===== src/rtl/sram_pkg.sv =====
// Shared types and constants for the external SRAM controller request path.
package sram_pkg;

  localparam int SRAM_ADDR_W = 18;
  localparam int SRAM_DATA_W = 16;

  // Requester id: 0 = debug-bus RAM port, 1 = core memory port
  typedef logic sram_port_t;

  typedef struct packed {
    logic                   rd;
    logic [SRAM_ADDR_W-1:0] addr;
    logic [1:0]             be;
    logic [SRAM_DATA_W-1:0] wr_data;
  } sram_cmd_t;

endpackage


===== src/rtl/sram_arb_tagfifo.sv =====
// In-order tag FIFO: remembers which port issued each outstanding read.
module sram_arb_tagfifo
  import sram_pkg::*;
#(
  parameter int DEPTH = 4,
  parameter int CW    = $clog2(DEPTH) + 1
) (
  input  logic          clk,
  input  logic          rst,
  input  logic          push,
  input  sram_port_t    push_data,
  input  logic          pop,
  output sram_port_t    head,
  output logic          empty,
  output logic          full,
  output logic [CW-1:0] count
);

  localparam int AW = $clog2(DEPTH);
  localparam logic [CW-1:0] FULL_CNT = CW'(DEPTH);

  logic [DEPTH-1:0] mem;
  logic [AW-1:0]    wr_ptr;
  logic [AW-1:0]    rd_ptr;
  logic             do_push;
  logic             do_pop;

  assign empty   = (count == '0);
  assign full    = (count == FULL_CNT);
  assign head    = mem[rd_ptr];
  assign do_pop  = pop && !empty;
  // A push into a full FIFO is only safe when the head leaves in the same cycle
  assign do_push = push && (!full || do_pop);

  // Storage, pointers and occupancy; simultaneous push and pop leave count unchanged
  always_ff @(posedge clk or posedge rst) begin
    if (rst) begin
      mem    <= '0;
      wr_ptr <= '0;
      rd_ptr <= '0;
      count  <= '0;
    end else begin
      if (do_push) begin
        mem[wr_ptr] <= push_data;
        wr_ptr      <= wr_ptr + AW'(1);
      end
      if (do_pop) begin
        rd_ptr <= rd_ptr + AW'(1);
      end
      count <= count + CW'(do_push) - CW'(do_pop);
    end
  end

endmodule


===== src/rtl/sram_arbiter.sv =====
// Two-port arbiter in front of the external SRAM controller.
// Port 0 = debug-bus RAM port, port 1 = core memory port.
// Build option SRAM_ARB_FIXED_PRIO_EN: port 0 always wins contention
// (no round-robin state); otherwise round-robin on the last granted port.
module sram_arbiter
  import sram_pkg::*;
#(
  parameter int ADDR_W   = SRAM_ADDR_W,
  parameter int DATA_W   = SRAM_DATA_W,
  parameter int RD_DEPTH = 4
) (
  input  logic              clk,
  input  logic              rst,

  input  logic              p0_req,
  output logic              p0_ready,
  input  logic              p0_rd,
  input  logic [ADDR_W-1:0] p0_addr,
  input  logic [1:0]        p0_be,
  input  logic [DATA_W-1:0] p0_wr_data,
  output logic              p0_rd_data_vld,
  output logic [DATA_W-1:0] p0_rd_data,

  input  logic              p1_req,
  output logic              p1_ready,
  input  logic              p1_rd,
  input  logic [ADDR_W-1:0] p1_addr,
  input  logic [1:0]        p1_be,
  input  logic [DATA_W-1:0] p1_wr_data,
  output logic              p1_rd_data_vld,
  output logic [DATA_W-1:0] p1_rd_data,

  output logic              sram_req,
  input  logic              sram_ready,
  output logic              sram_rd,
  output logic [ADDR_W-1:0] sram_addr,
  output logic [1:0]        sram_be,
  output logic [DATA_W-1:0] sram_wr_data,
  input  logic              sram_rd_data_vld,
  input  logic [DATA_W-1:0] sram_rd_data,
  output logic              rd_err
);

  localparam int CW = $clog2(RD_DEPTH) + 1;
  localparam logic [CW-1:0] RD_MAX = CW'(RD_DEPTH);

  sram_cmd_t     cmd;
  logic          cmd_vld;
  sram_port_t    cmd_port;

  logic          issue;
  logic          rd_issue;
  logic          can_load;
  logic [CW-1:0] rd_cnt;
  logic          elig0;
  logic          elig1;
  sram_port_t    sel;
  logic          grant;

  logic          fifo_push;
  logic          fifo_pop;
  sram_port_t    fifo_head;
  logic          fifo_empty;
  logic          fifo_full;
  logic [CW-1:0] fifo_count;

  assign issue    = cmd_vld && sram_ready;
  assign rd_issue = issue && cmd.rd;
  assign can_load = !cmd_vld || sram_ready;

  // A read parked in the command register already holds a slot
  assign rd_cnt = fifo_count + CW'(cmd_vld && cmd.rd);
  assign elig0  = p0_req && (!p0_rd || (rd_cnt < RD_MAX));
  assign elig1  = p1_req && (!p1_rd || (rd_cnt < RD_MAX));

`ifdef SRAM_ARB_FIXED_PRIO_EN
  // Port 0 wins any contention
  always_comb begin
    sel = elig0 ? 1'b0 : 1'b1;
  end
`else
  sram_port_t last;

  // Under contention pick the port that was not granted last
  always_comb begin
    if (elig0 && elig1) sel = ~last;
    else                sel = elig0 ? 1'b0 : 1'b1;
  end

  // Remember the most recent grant; reset value lets port 0 win first
  always_ff @(posedge clk or posedge rst) begin
    if (rst)        last <= 1'b1;
    else if (grant) last <= sel;
  end
`endif

  assign grant    = can_load && (elig0 || elig1);
  assign p0_ready = grant && (sel == 1'b0);
  assign p1_ready = grant && (sel == 1'b1);

  // One-entry command register toward the controller; refills in the cycle it drains
  always_ff @(posedge clk or posedge rst) begin
    if (rst) begin
      cmd_vld  <= 1'b0;
      cmd      <= '0;
      cmd_port <= 1'b0;
    end else if (grant) begin
      cmd_vld  <= 1'b1;
      cmd_port <= sel;
      if (sel == 1'b0) cmd <= '{rd: p0_rd, addr: p0_addr, be: p0_be, wr_data: p0_wr_data};
      else             cmd <= '{rd: p1_rd, addr: p1_addr, be: p1_be, wr_data: p1_wr_data};
    end else if (issue) begin
      cmd_vld <= 1'b0;
    end
  end

  assign sram_req     = cmd_vld;
  assign sram_rd      = cmd.rd;
  assign sram_addr    = cmd.addr;
  assign sram_be      = cmd.be;
  assign sram_wr_data = cmd.wr_data;

  // rd_cnt keeps the FIFO from overflowing; the full term is a backstop only
  assign fifo_push = rd_issue && !fifo_full;
  assign fifo_pop  = sram_rd_data_vld && !fifo_empty;

  sram_arb_tagfifo #(
    .DEPTH (RD_DEPTH),
    .CW    (CW)
  ) u_tagfifo (
    .clk       (clk),
    .rst       (rst),
    .push      (fifo_push),
    .push_data (cmd_port),
    .pop       (fifo_pop),
    .head      (fifo_head),
    .empty     (fifo_empty),
    .full      (fifo_full),
    .count     (fifo_count)
  );

  assign p0_rd_data_vld = fifo_pop && (fifo_head == 1'b0);
  assign p1_rd_data_vld = fifo_pop && (fifo_head == 1'b1);
  assign p0_rd_data     = sram_rd_data;
  assign p1_rd_data     = sram_rd_data;

  // Sticky flag for read data that nobody asked for
  always_ff @(posedge clk or posedge rst) begin
    if (rst)                                 rd_err <= 1'b0;
    else if (sram_rd_data_vld && fifo_empty) rd_err <= 1'b1;
  end

endmodule

===== config.mk =====
export PLATFORM = sky130hd
export DESIGN_NAME = sram_arbiter
export DESIGN_NICKNAME = d
export VERILOG_FILES = /design/src/rtl/sram_pkg.sv /design/src/rtl/sram_arb_tagfifo.sv /design/src/rtl/sram_arbiter.sv
export SDC_FILE = /design/constraint.sdc
export NUM_CORES = 1
export LEC_CHECK = 0
export CORE_MARGIN = 2
export CORE_UTILIZATION = 37
export CTS_CLUSTER_SIZE = 40
export DETAILED_ROUTE_END_ITERATION = 6
export PLACE_DENSITY = 0.86
export SYNTH_ARGS = -nofsm -noshare
export SYNTH_HDL_FRONTEND = slang
export SYNTH_HIERARCHICAL = 1
export SYNTH_SLANG_ARGS = --single-unit

===== constraint.sdc =====
create_clock -name clk -period 3.4 [get_ports clk]
set_input_delay 0.51 -clock clk [delete_from_list [all_inputs] [get_ports clk]]
set_output_delay 0.51 -clock clk [all_outputs]
set_load 0.01 [all_outputs]

## Word-level counts from Yosys, hierarchy flattened

Cells that the tools add are included.

- $add $sub $neg: 5
- Order comparisons: 4
- Equality and inequality tests: 1
- Multiplexer cells: 10
- Bitwise logic cells: 3
- Reductions and logical operators: 29

Operators with widths:

| operator | count |
|---|---|
| 37-bit 2-to-1 mux | 1 |
| 1-bit logical AND | 17 |
| 3-bit by 1-bit adder with 3-bit output | 2 |
| 2-bit by 3-bit less-than comparator with 1-bit output (second input constant) | 2 |
| 1-bit 2-to-1 mux | 6 |
| 1-bit zero test | 5 |
| 1-bit logical OR | 5 |
| 2-bit by 1-bit adder with 2-bit output (second input constant) | 2 |
| 4-bit bitwise mux | 1 |
| 3-bit == test (second input constant) | 1 |
| 3-bit zero test | 1 |
| 3-bit less-than comparator (second input constant) | 1 |
| 1-bit inverter | 3 |
| 3-bit by 1-bit subtractor with 3-bit output | 1 |
| 1-bit binary-select mux with 2-bit select | 1 |
| 1-bit demux with 2-bit select | 1 |
| 2-bit by 1-bit greater-or-equal comparator with 1-bit output (second input constant) | 1 |
| 2-bit nonzero test | 1 |

- Bits in registers: 52
- Input port bits: 96
- Output and inout bits: 75

## Depth between registers and ports, before layout

- Word-level depth: 9
- Depth in mapped cells: 11
- Mapped depth without buffers: 11

## Modules after synthesis

Netlist, hierarchy kept.

By module, submodules not included:

| module | times used | cells each | area an instance (um^2) | seq. area each (um^2) |
|---|---|---|---|---|
| sram_arbiter | 1 | 188 | 2178.3 | 1027.2 |
| sram_arb_tagfifo | 1 | 49 | 613.1 | 275.3 |

## Least setup slack after synthesis

Ideal clock, no wire load.

- Path kind: reg2reg
- From: reg u_tagfifo.count[1]
- To: reg u_tagfifo.count[2]
- Data arrival time: 2388 ps
- Required time: 3269 ps
- Path slack: 881 ps
- Stages on the path, launching flop included: 12
- Period minus slack after synthesis: 2519 ps
- Cells stage by stage: dfrtp_1 nor3_1 nor2b_1 nor4b_4 nand2b_4 ha_1 inv_1 ha_1 inv_1 fa_1 xnor2_1 xnor2_1

- Longest elaborated chain between the ends: 8

RTL lines:

| what | RTL line | source |
|---|---|---|
| from (decl) | sram_arb_tagfifo.sv:16 | `output logic [CW-1:0] count` |
| from (signal assigned) | sram_arb_tagfifo.sv:50 | `count <= count + CW'(do_push) - CW'(do_pop);` |
| 3-bit zero test (*) | sram_arb_tagfifo.sv:28 | `assign empty = (count == '0);` |
| named net fifo_empty | sram_arbiter.sv:63 | `logic fifo_empty;` |
| 1-bit zero test (*) | sram_arbiter.sv:125 | `assign fifo_pop = sram_rd_data_vld && !fifo_empty;` |
| 1-bit logical AND (*) | sram_arbiter.sv:125 |  |
| named net fifo_pop | sram_arbiter.sv:61 | `logic fifo_pop;` |
| 1-bit logical AND (*) | sram_arb_tagfifo.sv:31 | `assign do_pop = pop && !empty;` |
| 1-bit logical OR | sram_arb_tagfifo.sv:33 | `assign do_push = push && (!full \|\| do_pop);` |
| 1-bit logical AND | sram_arb_tagfifo.sv:33 |  |
| 3-bit by 1-bit adder with 3-bit output | sram_arb_tagfifo.sv:50 |  |
| 3-bit by 1-bit subtractor with 3-bit output (*) | sram_arb_tagfifo.sv:50 |  |

The timed path passes the listed nets; every way through them passes the cells marked *.
A chain may end at the register's enable or synchronous reset.

## Worst setup path after layout

- From: reg u_tagfifo.count[1]
- To: out p0_ready

- Longest elaborated chain between the ends: 8

RTL lines:

| what | RTL line | source |
|---|---|---|
| 3-bit by 1-bit adder with 3-bit output (*) | sram_arbiter.sv:72 | `assign rd_cnt = fifo_count + CW'(cmd_vld && cmd.rd);` |
| 3-bit less-than comparator (*) | sram_arbiter.sv:73, sram_arbiter.sv:74 |  |
| 1-bit logical OR (on tied branches) | sram_arbiter.sv:73, sram_arbiter.sv:74 |  |
| 1-bit logical AND (on tied branches) | sram_arbiter.sv:73, sram_arbiter.sv:74 |  |
| 1-bit 2-to-1 mux / 1-bit logical AND (equally long branches) | sram_arbiter.sv:87, sram_arbiter.sv:86 |  |
| 1-bit 2-to-1 mux | sram_arbiter.sv:86 | `if (elig0 && elig1) sel = ~last;` |
| 1-bit inverter | n/a |  |
| 1-bit logical AND (*) | sram_arbiter.sv:98 | `assign p0_ready = grant && (sel == 1'b0);` |
| to (decl) | sram_arbiter.sv:16 | `output logic p0_ready,` |

Mark *: on every way between the ends. The rest lies on a longest branch, timed or not.

==> results.yml <==
clocking:
  cts_made_buffers: 5
  post_cts_buffers: 0
  clk_latency_ns: 0.31
  clock_sinks: 52
  cts_tree: "yes"
  cts_hold_buffers: 0
  cts-root-buf: "clkbuf_8"
  htreeDepth: 2
  clk_path_buf_depth: 2
  cts_resized: 0
  clk_pin_slew_worst_paths_ns: 0.10
finish:
  syn2layout_area_growth_pct: 41.15
  fill_cells: 647
  multi_input_area_um2: 1139
  fin_nets: 425
  antenna_cells: 0
  layout-drive-gt1-share_pct: 6.811
  ff_latch_area_um2: 1303
worst_setup_path:
  startpoint: "u_tagfifo/count[1]$_DFF_PP0_"
  worst_setup_path_end_kind: "output port"
  required_ns: 2.89
  cp_max_fo: 7
  worstPathArrival_ns: 2.42
  cp-start-kind: "flop"
  regToRegStartpoint: "u_tagfifo/count[1]$_DFF_PP0_"
  crit_type: "flop to output port"
global_routing:
  grt_usage_pct: 17.33
  grt_pass1_vias: 2325
  antenna_found_initial: 0
  grt_start_max_net_pins: 42
  grt_pass1_wl_um: 11550
  globalRoute.totalOverflow: 0
sta:
  max_freq_mhz: 341.2
  finalCritPeriodShare_pct: 86.19
  finalSetupTns_ns: 0
  drv_slew: 0
  rsz0062_at_grt: "false"
  setup_viol: 0
  worst_slew_pin_slew_ns: 0.8491
  hold_violations: 0
  timing.slew.headroom_pct: 43.31
  fin_crit_ns: 2.930
  skew_ns: 0.01109
  layout_setup_ws_ns: 0.4696
  holdWs_ns: 0.4748
drt:
  postRouteWirelength_um: 7211
  drt_first_pass_iters: 4
  wl_met1_um: 2949
  drcViolationCount: 0
  top_layer: "met4"
  ant_nets: 0
  wl_met2_um: 3646
  viasPerCell: 5.223
  wl_per_cell_um: 17.09
  route.vias.total: 2204
  drt-initial-drc-count: 54
  met3_length_um: 522
placement:
  dp_slack_ns: 0.4110
  post-dp-hpwl_um: 5300
  gp_congestion: 0.8213
  port_buffers: 122
floorplanning:
  start_util_pct: 38.28
  pin_count: 171
  coreArea_um2: 7292
  fp.dieH_um: 90.86
  rows: 31
  die_area_um2: 8256
  die-width_um: 90.86
synth:
  synthTopCellsByCount: "51 x dfrtp_1, 38 x nor3b_1, 37 x a221o_1"
  syn-num-nets: 340
  synth.distinct_cells: 32
  yosys.area.top_type: "dfrtp_1"
  synth_edf_count: 0
  synth_most_common_cell: "dfrtp_1"
  syn_area_um2: 2791
  syn_avg_cell_area_um2: 11.78
  synth_top_cell_area_share_pct: 45.72
  synth_seq_cells: 52
  ys_top_cells_by_area: "dfrtp_1 46%, a221o_1 13%, nor3b_1 10%, buf_4 9.4%, ha_1 2.7%"
  synthArstFlopShare_pct: 100.0
  synth_flop_cell: "dfrtp_1"
  yosys_warnings: 6
  ys_seq_area_share_pct: 46.66
  syn_inst: 237
power:
  p_total_mw: 3.053
  power.density_nw_per_um2: 775.0
  cellLeakagePower_nw: 1.599
  vdd_drop_max_v: 0.0003301
outcome:
  outcome: "complete, no violations"
min_path:
  hp-class: "flop to flop"
  hold_start: "rd_err$_DFFE_PP0P_"
job:
  cap_violations: 0
==> sequential cells by signal (all words and copies together), names as in the netlist, 2 cells and up <==
signal / cells
sram_addr: 18
sram_be: 2
sram_wr_data: 16
u_tagfifo/count: 3
u_tagfifo/mem: 4
u_tagfifo/rd_ptr: 2
u_tagfifo/wr_ptr: 2
==> power by group <==
group / switching [mW] / internal (mW)
registers: 0.239 / 0.930
clock network: 0.212 / 0.147
logic: 0.629 / 0.897
total: 1.08 / 1.97
==> path summary, 6_finish.rpt <==
| kind | slack (ns) | end | cells after the start |
|---|---|---|---|
| min in group asynchronous | 0.54 | u_tagfifo/count[2]$_DFF_PP0_ | 2 |
| setup reg to reg | 0.62 | u_tagfifo/count[2]$_DFF_PP0_ | 11 |
| setup / recovery | 0.47 | p0_ready | 4 |
| hold reg to reg | 0.47 | rd_err$_DFFE_PP0P_ | 1 |
| hold / removal | 0.47 | rd_err$_DFFE_PP0P_ | 1 |
| max in group asynchronous | 2.14 | sram_wr_data[8]$_DFFE_PP0P_ | 2 |
==> layout by cell type, fill, tap and decap left out, drive strengths merged, types with 2 or more instances in the layout <==
master,n
a221o,37
nand3,2
nor2,5
clkdlybuf4s50,122
a21o,4
xnor2,5
mux2,6
inv,10
nor3b,38
nor2b,3
dfrtp,51
ha,6
nand2,7
buf,4
clkbuf,5
nand2b,3
==> worst max-delay path, stage by stage, from the launching register on <==
cell and delay [ns]:
dfrtp_1 0.55, and4_4 0.30, mux2_4 0.33, a311oi_4 0.34, clkdlybuf4s50_1 0.59
==> layout make-up <==
class	count	share of cell area, %
clock buffer	5	1.747
inverter	9	0.8574
timing repair buffer	126	31.76
sequential	52	33.06
clock inverter	3	0.5399
multi-input combinational	128	28.90
tap	99	3.144
==> metrics by stage <==
step	area, um2	util [%]	instances
6_report	3940	54.03	422
5_1_grt	3940	54.03	422
4_1_cts	3940	54.03	422
3_5_place_dp	3850	52.80	414
3_3_place_gp	3850	52.80	414
2_1_floorplan	2791	-	237
==> metal layers <==
layer	GRT usage, %	vias to the layer above
met5	0	-
met4	4.545	0
met3	4.758	11
met2	30.85	101
met1	20.61	1081
li1	-	1011
==> cell families (layout without fill, tap and decap cells) <==
| kind of cell | count (synthesis) | in the layout | synth area share [%] |
|---|---|---|---|
| AO/OA/AOI/OAI | 45 | 45 | 15.55 |
| XOR/XNOR | 6 | 6 | 1.883 |
| adder cells (fa/ha/maj) | 7 | 7 | 3.407 |
| buffers and inverters | 57 | 143 | 13.18 |
| flip-flops | 52 | 52 | 46.66 |
| multiplexers | 7 | 7 | 3.496 |
| AND/OR/NAND/NOR | 63 | 63 | 15.82 |
(Power assumes the default switching activity.)
